## config.mk

```make
export PLATFORM = sky130hd
export DESIGN_NAME = ad7606_serial_emu
export DESIGN_NICKNAME = d
export VERILOG_FILES = /design/src/rtl/ad7606_pkg.sv /design/src/rtl/ad7606_emu_shifter.sv /design/src/rtl/ad7606_serial_emu.sv
export SDC_FILE = /design/constraint.sdc
export NUM_CORES = 1
export LEC_CHECK = 0
export BUFFER_PORTS_ARGS = -buffer_cell sky130_fd_sc_hd__buf_4
export CAP_MARGIN = 25
export CORE_UTILIZATION = 45
export CTS_BUF_LIST = sky130_fd_sc_hd__clkbuf_8
export DETAILED_ROUTE_END_ITERATION = 16
export PLACE_DENSITY = 0.65
export SYNTH_ARGS = -nofsm -noshare
export SYNTH_HDL_FRONTEND = slang
export SYNTH_SLANG_ARGS = --single-unit
```

## constraint.sdc

```tcl
create_clock -name clk -period 4.4 [get_ports clk]
set_clock_uncertainty 0.15 [all_clocks]
set_input_delay 1.32 -clock clk [delete_from_list [all_inputs] [get_ports clk]]
set_output_delay 1.32 -clock clk [all_outputs]
set_load 0.1 [all_outputs]
```

## src/rtl/ad7606_pkg.sv

```systemverilog
// Shared constants, FSM encoding and frame packing for the AD7606 serial emulator.
package ad7606_pkg;
  localparam int DW         = 16;
  localparam int NCH_LINE   = 4;
  localparam int NLINE      = 2;
  localparam int NCH        = NLINE * NCH_LINE;
  localparam int FRAME_BITS = DW * NCH_LINE;
  localparam int PTR_W      = 7;

  localparam logic [2:0] ST_IDLE  = 3'b001;
  localparam logic [2:0] ST_DELAY = 3'b010;
  localparam logic [2:0] ST_BUSY  = 3'b100;

  typedef logic [NLINE-1:0][FRAME_BITS-1:0] frame_t;

  // Line l carries channels l*NCH_LINE.. in order, lowest channel in the MSBs.
  function automatic frame_t frame_of(input logic [NCH*DW-1:0] hold);
    frame_t f;
    f = '0;
    for (int l = 0; l < NLINE; l++)
      for (int c = 0; c < NCH_LINE; c++)
        f[l][(NCH_LINE-1-c)*DW +: DW] = hold[(l*NCH_LINE+c)*DW +: DW];
    return f;
  endfunction
endpackage

```

## src/rtl/ad7606_emu_shifter.sv

```systemverilog
// Serial frame shifter: bit pointer, per-line shift data and registered dout/frstdata.
module ad7606_emu_shifter
  import ad7606_pkg::*;
(
  input  logic             clk,
  input  logic             res,
  input  logic             load,
  input  frame_t           load_data,
  input  logic             idle,
  input  logic             cs_fall,
  input  logic             rd_fall,
  input  logic             ad_cs,
  output logic [NLINE-1:0] dout,
  output logic             frstdata
);
  localparam int              PW      = $clog2(FRAME_BITS);
  localparam logic [PTR_W-1:0] PTR_END = PTR_W'(FRAME_BITS);
  localparam logic [PW-1:0]    MSB_IDX = PW'(FRAME_BITS - 1);

  frame_t           shift;
  logic [PTR_W-1:0] bit_ptr;
  logic [PTR_W-1:0] ptr_nxt;
  logic [NLINE-1:0] bit_cur;
  logic [NLINE-1:0] bit_nxt;

  // Pointer saturates at PTR_END; an exhausted frame reads as zeros.
  assign ptr_nxt = (bit_ptr == PTR_END) ? PTR_END : bit_ptr + PTR_W'(1);

  for (genvar l = 0; l < NLINE; l++) begin : g_line
    assign bit_cur[l] = (bit_ptr != PTR_END) && shift[l][MSB_IDX - bit_ptr[PW-1:0]];
    assign bit_nxt[l] = (ptr_nxt != PTR_END) && shift[l][MSB_IDX - ptr_nxt[PW-1:0]];
  end

  always_ff @(posedge clk) begin
    if (!res) begin
      shift    <= '0;
      bit_ptr  <= PTR_END;
      dout     <= '0;
      frstdata <= 1'b0;
    end else if (load) begin
      shift    <= load_data;
      bit_ptr  <= '0;
      dout     <= '0;
      frstdata <= 1'b0;
    end else if (!idle || ad_cs) begin
      dout     <= '0;
      frstdata <= 1'b0;
    end else if (cs_fall) begin
      dout     <= bit_cur;
      frstdata <= (bit_ptr == '0);
    end else if (rd_fall) begin
      bit_ptr  <= ptr_nxt;
      dout     <= bit_nxt;
      frstdata <= 1'b0;
    end
  end
endmodule

```

## src/rtl/ad7606_serial_emu.sv

```systemverilog
// AD7606 ADC-side emulator: CONVST edge detect, DELAY/BUSY conversion FSM, serial readout.
module ad7606_serial_emu
  import ad7606_pkg::*;
#(
  parameter int BUSY_DELAY  = 2,
  parameter int BUSY_CYCLES = 200
) (
  input  logic              clk,
  input  logic              res,
  input  logic              ad_convstab,
  input  logic              ad_cs,
  input  logic              ad_rd,
  input  logic [NCH*DW-1:0] ch_data,
  output logic              ad_busy,
  output logic              dout_a,
  output logic              dout_b,
  output logic              frstdata,
  output logic              conv_done,
  output logic              conv_ignored
);
  localparam int TMAX = (BUSY_DELAY > BUSY_CYCLES) ? BUSY_DELAY : BUSY_CYCLES;
  localparam int TW   = $clog2(TMAX + 1);
  localparam logic [TW-1:0] T_DELAY = TW'(BUSY_DELAY - 1);
  localparam logic [TW-1:0] T_BUSY  = TW'(BUSY_CYCLES - 1);

  logic              cv_q, cs_q, rd_q;
  logic              conv_rise, cs_fall, rd_fall;
  logic [2:0]        state;
  logic [TW-1:0]     timer;
  logic [NCH*DW-1:0] hold_reg;
  logic              load;
  logic [NLINE-1:0]  dout;

  assign conv_rise = ~cv_q & ad_convstab;
  assign cs_fall   = cs_q & ~ad_cs;
  assign rd_fall   = rd_q & ~ad_rd;
  assign load      = (state == ST_BUSY) && (timer == '0);

  always_ff @(posedge clk) begin
    if (!res) begin
      cv_q         <= 1'b1;
      cs_q         <= 1'b1;
      rd_q         <= 1'b1;
      state        <= ST_IDLE;
      timer        <= '0;
      hold_reg     <= '0;
      ad_busy      <= 1'b0;
      conv_done    <= 1'b0;
      conv_ignored <= 1'b0;
    end else begin
      cv_q         <= ad_convstab;
      cs_q         <= ad_cs;
      rd_q         <= ad_rd;
      conv_done    <= 1'b0;
      conv_ignored <= 1'b0;
      case (state)
        ST_IDLE: if (conv_rise) begin
          hold_reg <= ch_data;
          timer    <= T_DELAY;
          state    <= ST_DELAY;
        end
        ST_DELAY: begin
          conv_ignored <= conv_rise;
          if (timer == '0) begin
            ad_busy <= 1'b1;
            timer   <= T_BUSY;
            state   <= ST_BUSY;
          end else begin
            timer <= timer - TW'(1);
          end
        end
        ST_BUSY: begin
          conv_ignored <= conv_rise;
          if (timer == '0) begin
            ad_busy   <= 1'b0;
            conv_done <= 1'b1;
            state     <= ST_IDLE;
          end else begin
            timer <= timer - TW'(1);
          end
        end
        default: state <= ST_IDLE;
      endcase
    end
  end

  ad7606_emu_shifter u_shift (
    .clk       (clk),
    .res       (res),
    .load      (load),
    .load_data (frame_of(hold_reg)),
    .idle      (state == ST_IDLE),
    .cs_fall   (cs_fall),
    .rd_fall   (rd_fall),
    .ad_cs     (ad_cs),
    .dout      (dout),
    .frstdata  (frstdata)
  );

  assign dout_a = dout[0];
  assign dout_b = dout[1];
endmodule

```

=== Yosys cells after proc, flatten, opt, wreduce, memory -nomap -nowiden ===
Cells that the tools add are included.

* Register bits: 283
* Input port bits: 133
* Output and inout port bits: 6
* Logic and storage cells: 95

* $add $sub $neg: 4
* Magnitude comparators: 2
* Equal/unequal tests: 12
* Multiplexer cells: 29
* Bitwise gates (word level): 9
* Reduce and logical (&&, ||, !) cells: 24

{| class="wikitable"
|+ Operators by type and width
! operator !! count
|-
| $mux 7 || 5
|-
| $bmux 1 s6 || 4
|-
| $mux 8 || 3
|-
| $pmux 8 s3 || 1
|-
| $reduce_and 3->1 || 5
|-
| $lt 6x7->1 const B || 2
|-
| $ne 7x7->1 const B || 2
|-
| $sub 6x6->6 const A || 2
|-
| $mux 1 || 9
|-
| $mux 3 || 3
|-
| $pmux 3 s3 || 1
|-
| $logic_not 8->1 || 1
|-
| $ne 2x2->1 const B || 4
|-
| $sub 8x1->8 const B || 1
|-
| $add 7x1->7 const B || 1
|-
| $eq 7x7->1 const B || 1
|-
| $logic_not 7->1 || 1
|-
| $not 1->1 || 6
|-
| $reduce_and 2->1 || 3
|-
| $reduce_bool 2->1 || 3
|-
| $logic_and 1x1->1 || 5
|-
| $mux 2 || 2
|-
| $ne 2x1->1 const B || 2
|-
| $reduce_or 2->1 || 2
|-
| 9 further kinds || 11
|}

=== Longest topological paths before layout ===
* Depth in word-level cells: 8
* Mapped depth: 14
* Gate-level depth less buffers: 9

=== Hierarchy ===
From an unflattened synthesis, not the netlist that was laid out.

* Cell total of the unflattened synthesis: 1342
* Area, all modules: 12893.6 sq um

{| class="wikitable"
|+ By module, submodules not included
! module !! times used !! cells each !! area each (sq um) !! seq. area each (sq um)
|-
| ad7606_emu_shifter || 1 || 690 || 7622.3 || 2762.6
|-
| ad7606_serial_emu || 1 || 652 || 5271.3 || 2902.8
|}

=== Worst setup path after synthesis ===
Ideal clock, no wire load.

* Path kind: flip-flop to flip-flop
* From: reg u_shift.bit_ptr[1]
* To: reg u_shift.dout[1]
* Library setup time: 136 ps
* Arrival: 3388 ps
* Data required time: 4114 ps
* Path slack: 726 ps
* Stages on the path, launching flop included: 15
* Buffers on the path: 6
* Clock period less this slack: 3674 ps
* Path through: dfxtp_1 -> buf_2 -> buf_1 -> clkbuf_1 -> inv_1 -> ha_1 -> clkbuf_1 -> buf_1 -> clkbuf_1 -> mux2i_1 -> nand2_1 -> o221ai_1 -> a211oi_1 -> a2111oi_0 -> a211oi_1

* Word-level cells in the longest chain between the ends: 8
* Elaborated cells on any way between the ends: 15
* Classes of those cells: 3 x add/sub; 3 x eq/ne; 7 x mux; 2 x reduce/logical

{| class="wikitable"
|+ Ends and longest elaborated chain
! what !! RTL line !! RTL
|-
| from (decl) || ad7606_emu_shifter.sv:21 || <nowiki>logic [PTR_W-1:0] bit_ptr;</nowiki>
|-
| from (signal assigned) || ad7606_emu_shifter.sv:52 || <nowiki>bit_ptr <= ptr_nxt;</nowiki>
|-
| $add 7x1->7 or $eq 7x7->1 (tied branches) || ad7606_emu_shifter.sv:27 || <nowiki>assign ptr_nxt = (bit_ptr == PTR_END) ? PTR_END : bit_ptr + PTR_W'(1);</nowiki>
|-
| $mux 7 (*) || ad7606_emu_shifter.sv:27 ||
|-
| via u_shift.ptr_nxt[1] || ad7606_emu_shifter.sv:22 || <nowiki>logic [PTR_W-1:0] ptr_nxt;</nowiki>
|-
| $sub 6x6->6 || ad7606_emu_shifter.sv:31 || <nowiki>assign bit_nxt[l] = (ptr_nxt != PTR_END) && shift[l][MSB_IDX - ptr_nxt[PW-1:0]];</nowiki>
|-
| $bmux 1 s6 || ad7606_emu_shifter.sv:31 ||
|-
| $mux 1 (implied by the code) || ad7606_emu_shifter.sv:31 ||
|-
| $logic_and 1x1->1 (*) || ad7606_emu_shifter.sv:31 ||
|-
| $mux 2 (*) || ad7606_emu_shifter.sv:51 || <nowiki>end else if (rd_fall) begin</nowiki>
|-
| $mux 2 (*) || ad7606_emu_shifter.sv:48 || <nowiki>end else if (cs_fall) begin</nowiki>
|-
| to (signal assigned) || ad7606_emu_shifter.sv:49 || <nowiki>dout <= bit_cur;</nowiki>
|-
| to (signal assigned) || ad7606_emu_shifter.sv:53 || <nowiki>dout <= bit_nxt;</nowiki>
|-
| to (decl) || ad7606_emu_shifter.sv:13 || <nowiki>output logic [NLINE-1:0] dout,</nowiki>
|}

Mark *: on every way through the listed nets, which the timed path passes. The rest lies on a longest branch. The select of a mux whose other input is x is not followed.
A chain may end at the register's enable or synchronous reset.

=== Worst setup path after layout ===
* From: reg u_shift.bit_ptr[0]
* To: reg u_shift.dout[1]

* Word-level cells in the longest chain between the ends: 8
* Elaborated cells on any way between the ends: 15
* Classes of those cells: 3 x add/sub; 3 x eq/ne; 7 x mux; 2 x reduce/logical

{| class="wikitable"
|+ Ends and longest elaborated chain
! what !! RTL line
|-
| $add 7x1->7 or $eq 7x7->1 (tied branches) || ad7606_emu_shifter.sv:27
|-
| $mux 7 || ad7606_emu_shifter.sv:27
|-
| $sub 6x6->6 || ad7606_emu_shifter.sv:31
|-
| $bmux 1 s6 || ad7606_emu_shifter.sv:31
|-
| $mux 1 (implied by the code) || ad7606_emu_shifter.sv:31
|-
| $logic_and 1x1->1 || ad7606_emu_shifter.sv:31
|-
| $mux 2 || ad7606_emu_shifter.sv:51
|-
| $mux 2 (*) || ad7606_emu_shifter.sv:48
|}

Mark *: on every way between the ends. The rest lies on a longest branch, timed or not. The select of a mux whose other input is x is not followed.

==> results.cfg <==
[cts]
tritoncts = yes
clock_latency_ps = 570
cts_num_sinks = 283
cts_made_buffers = 48
cts_buffer_depth = 3
cts-resized-gates = 0
cts_hold_buf = 0
cts_setup_buffers = 0
htreeDepth = 2
ctsRootBufferMaster = clkbuf_8
cts.clk_slew.worst_paths_ps = 60

[place]
hpwl_um = 21400
port_buffers = 138
gp_congestion = 0.913

[timing]
setup_viol = 0
max_clock_freq_mhz = 283
drv_slew = 0
relSlewSlack = 0.389
rsz0062_at_grt = no
period_share = 0.803
period_minus_slack_ps = 3530
setup_tns_ps = 0
worstMarginPinSlew_ps = 916
hold_viol = 0

[synth]
synth-seq-cells = 283
synth_edf_count = 0
syn_avg_cell_area_um2 = 8.53
async_flop_share = 0
yosys_warnings = 0
syn_area_um2 = 13100
syn-num-nets = 1677
synth_seq_area_share = 0.431
synth_ff_type = dfxtp_1
synthCells = 1540
synth_cell_types = 70

[worst_hold_path]
hold_depth = 2
holdCritStartpoint = hold_reg[56]$_SDFFE_PN0P_
hold_path_class = reg2reg
hold_end = u_shift.shift[8]$_SDFFE_PN0P_

[global_route]
grt.overflow.total = 0
grt_start_max_net_pins = 159
grt_pass1_wl_um = 54000
antenna_found_initial = 0
grt_pass1_vias = 10664
grt.total_usage = 0.218

[critical_path]
cpMaxStageDelayCell = buf_4
rrSetupSlack_ps = 870
path_max_fanout = 56
cp_slowest_stage_delay_ps = 630
required_ps = 4670
r2r-start = u_shift.bit_ptr[0]$_SDFFE_PP0P_
arrival_ps = 3810
cp_num_buf_inv = 1
cp.depth = 9
reg2reg_to = u_shift.dout[1]$_SDFFE_PP0P_
critPathCaptureType = flip-flop
path_delay_family = compound AO/OA/AOI/OAI gates
rr_worst_depth = 9
critPathLaunchType = flip-flop
cp-startpoint = u_shift.bit_ptr[0]$_SDFFE_PP0P_
cp_cell_sequence = buf_4 -> ha_1 -> xor2_1 -> o21ai_4 -> nor2_1 -> o21ai_0 -> o2111a_1 -> a2111oi_0 -> a211oi_1
path_class = reg2reg

[routing]
drt_iter0_markers = 666
wire_per_inst_um = 15.8
num_vias = 10984
drc_errors = 0
drtAntennaViolNets = 0
drt_pass1_iterations = 4
wl_um = 32400
vias_per_cell = 5.36

[finish]
diodes = 0
fillers = 2822
synthToLayoutAreaGrowth_pct = 16.9
drive_gt1_frac = 0.180
nNetsFinal = 1767

[run_status]
status = completed

[floorplanning]
start_util = 0.457
num_io_pins = 139
fp.dieW_um = 173
num_rows = 62
dieArea_um2 = 29900
die_height_um = 173
core-area_um2 = 28700

[run]
maxCapViolCount = 0

[power_and_ir_drop]
p_total_uw = 5300
ir_drop_uv = 201
p_leak_uw = 0.00539
power_density_nw_per_um2 = 345
==> cells by family (layout without fill, tap and decap cells) <==
family	count (synthesis)	count (layout)	share of synthesized area
adders and majority gates	4	4	0.00381
DFF	283	283	0.431
and+or+nand+nor	655	655	0.203
AOI/OAI and AO/OA	382	382	0.215
muxes	79	79	0.101
buffers and inverters	126	252	0.0389
xor gates and xnor gates	11	11	0.00734
==> synth_stat cells, types with 4 or more instances <==
master,instances,share of area
nand3_1,7,0.0027
clkbuf_1,97,0.028
xnor2_1,6,0.0040
xor2_1,5,0.0033
a211oi_1,5,0.0029
inv_1,7,0.0020
mux4_2,40,0.069
nor3_1,8,0.0030
nand2b_1,11,0.0052
o21ai_0,27,0.010
a21boi_0,260,0.15
a21oi_1,10,0.0038
ha_1,4,0.0038
nand2_1,544,0.16
or3_1,11,0.0052
o21a_1,4,0.0023
mux2i_1,16,0.012
o221ai_1,7,0.0047
mux2_2,23,0.020
o22ai_1,20,0.0095
and3_1,5,0.0024
o31a_1,4,0.0027
buf_1,5,0.0014
dfxtp_1,283,0.43
buf_2,12,0.0046
nor2_1,36,0.010
nor2b_1,7,0.0033
nor4_1,7,0.0033
==> worst register-to-register path, delay by kind of cell, from the launching register on <==
family / cells / cell delay (ps)
simple gates: 1 / 510
xor+xnor: 1 / 370
buf+inv: 1 / 630
fa+ha+maj: 1 / 380
compound gates: 5 / 1040
flops: 1 / 320
==> placed cells by master (no fill, tap or decap), types with 5 or more instances in the layout <==
cell type,synthesis,layout
xor2_1,5,5
a21boi_0,260,260
mux2_2,23,23
o21ai_0,27,27
nor2_1,36,36
mux4_2,40,40
inv_1,7,27
or3_1,11,10
a211oi_1,5,5
o22ai_1,20,20
nor2b_1,7,7
xnor2_1,6,6
nand2_1,544,544
a21oi_1,10,10
mux2i_1,16,16
o221ai_1,7,7
clkbuf_8,0,59
nand2b_1,11,11
nor4_1,7,7
buf_4,2,154
nor3_1,8,7
dfxtp_1,283,282
nand3_1,7,7
and3_1,5,5
==> area by class of cell <==
class | count | area (um2) | area share
Clock buffer | 59 | 812 | 0.0529
Timing Repair Buffer | 158 | 1230 | 0.0799
Sequential cell | 283 | 5670 | 0.369
Tap cell | 384 | 480 | 0.0313
Multi-Input combinational cell | 1131 | 6970 | 0.454
Inverter | 8 | 30.0 | 0.00196
Clock inverter | 27 | 169 | 0.0110
==> per-layer routing <==
layer	GRT usage	share of wire	routed length, um
met5	0	0	0
met4	0.0701	0.022	708
met3	0.0394	0.054	1730
met2	0.344	0.45	14500
met1	0.303	0.48	15400
==> per-stage QoR <==
step            util  cell area (um2)  hold WS, ps  std cells  setup WS, ps
2_1_floorplan      -            13100          291       1540           726
3_3_place_gp   0.501            14400          301       1964           893
3_5_place_dp   0.501            14400          307       1964           879
4_1_cts        0.535            15400          312       2050           871
5_1_grt        0.535            15400          329       2050           590
6_report       0.535            15400          302       2050           866
==> worst max path at each step <==
stage                                              end  slack [ps]
final                     u_shift.dout[1]$_SDFFE_PP0P_         870
after global routing      u_shift.dout[1]$_SDFFE_PP0P_         590
after CTS                 u_shift.dout[0]$_SDFFE_PP0P_         870
after detailed placement  u_shift.dout[0]$_SDFFE_PP0P_         880
after global placement    u_shift.dout[0]$_SDFFE_PP0P_         890
after floorplan           u_shift.dout[1]$_SDFFE_PP0P_         730
==> power by group <==
| part | internal, uW | leakage [uW] | total (uW) | switching, uW |
|---|---|---|---|---|
| combinational | 154 | 0.00253 | 296 | 142 |
| sequential | 2610 | 0.00229 | 2630 | 26.1 |
| clock | 1330 | 0.000572 | 2370 | 1040 |
| total | 4090 | 0.00539 | 5300 | 1210 |
Power figures use the tool's default switching activity.
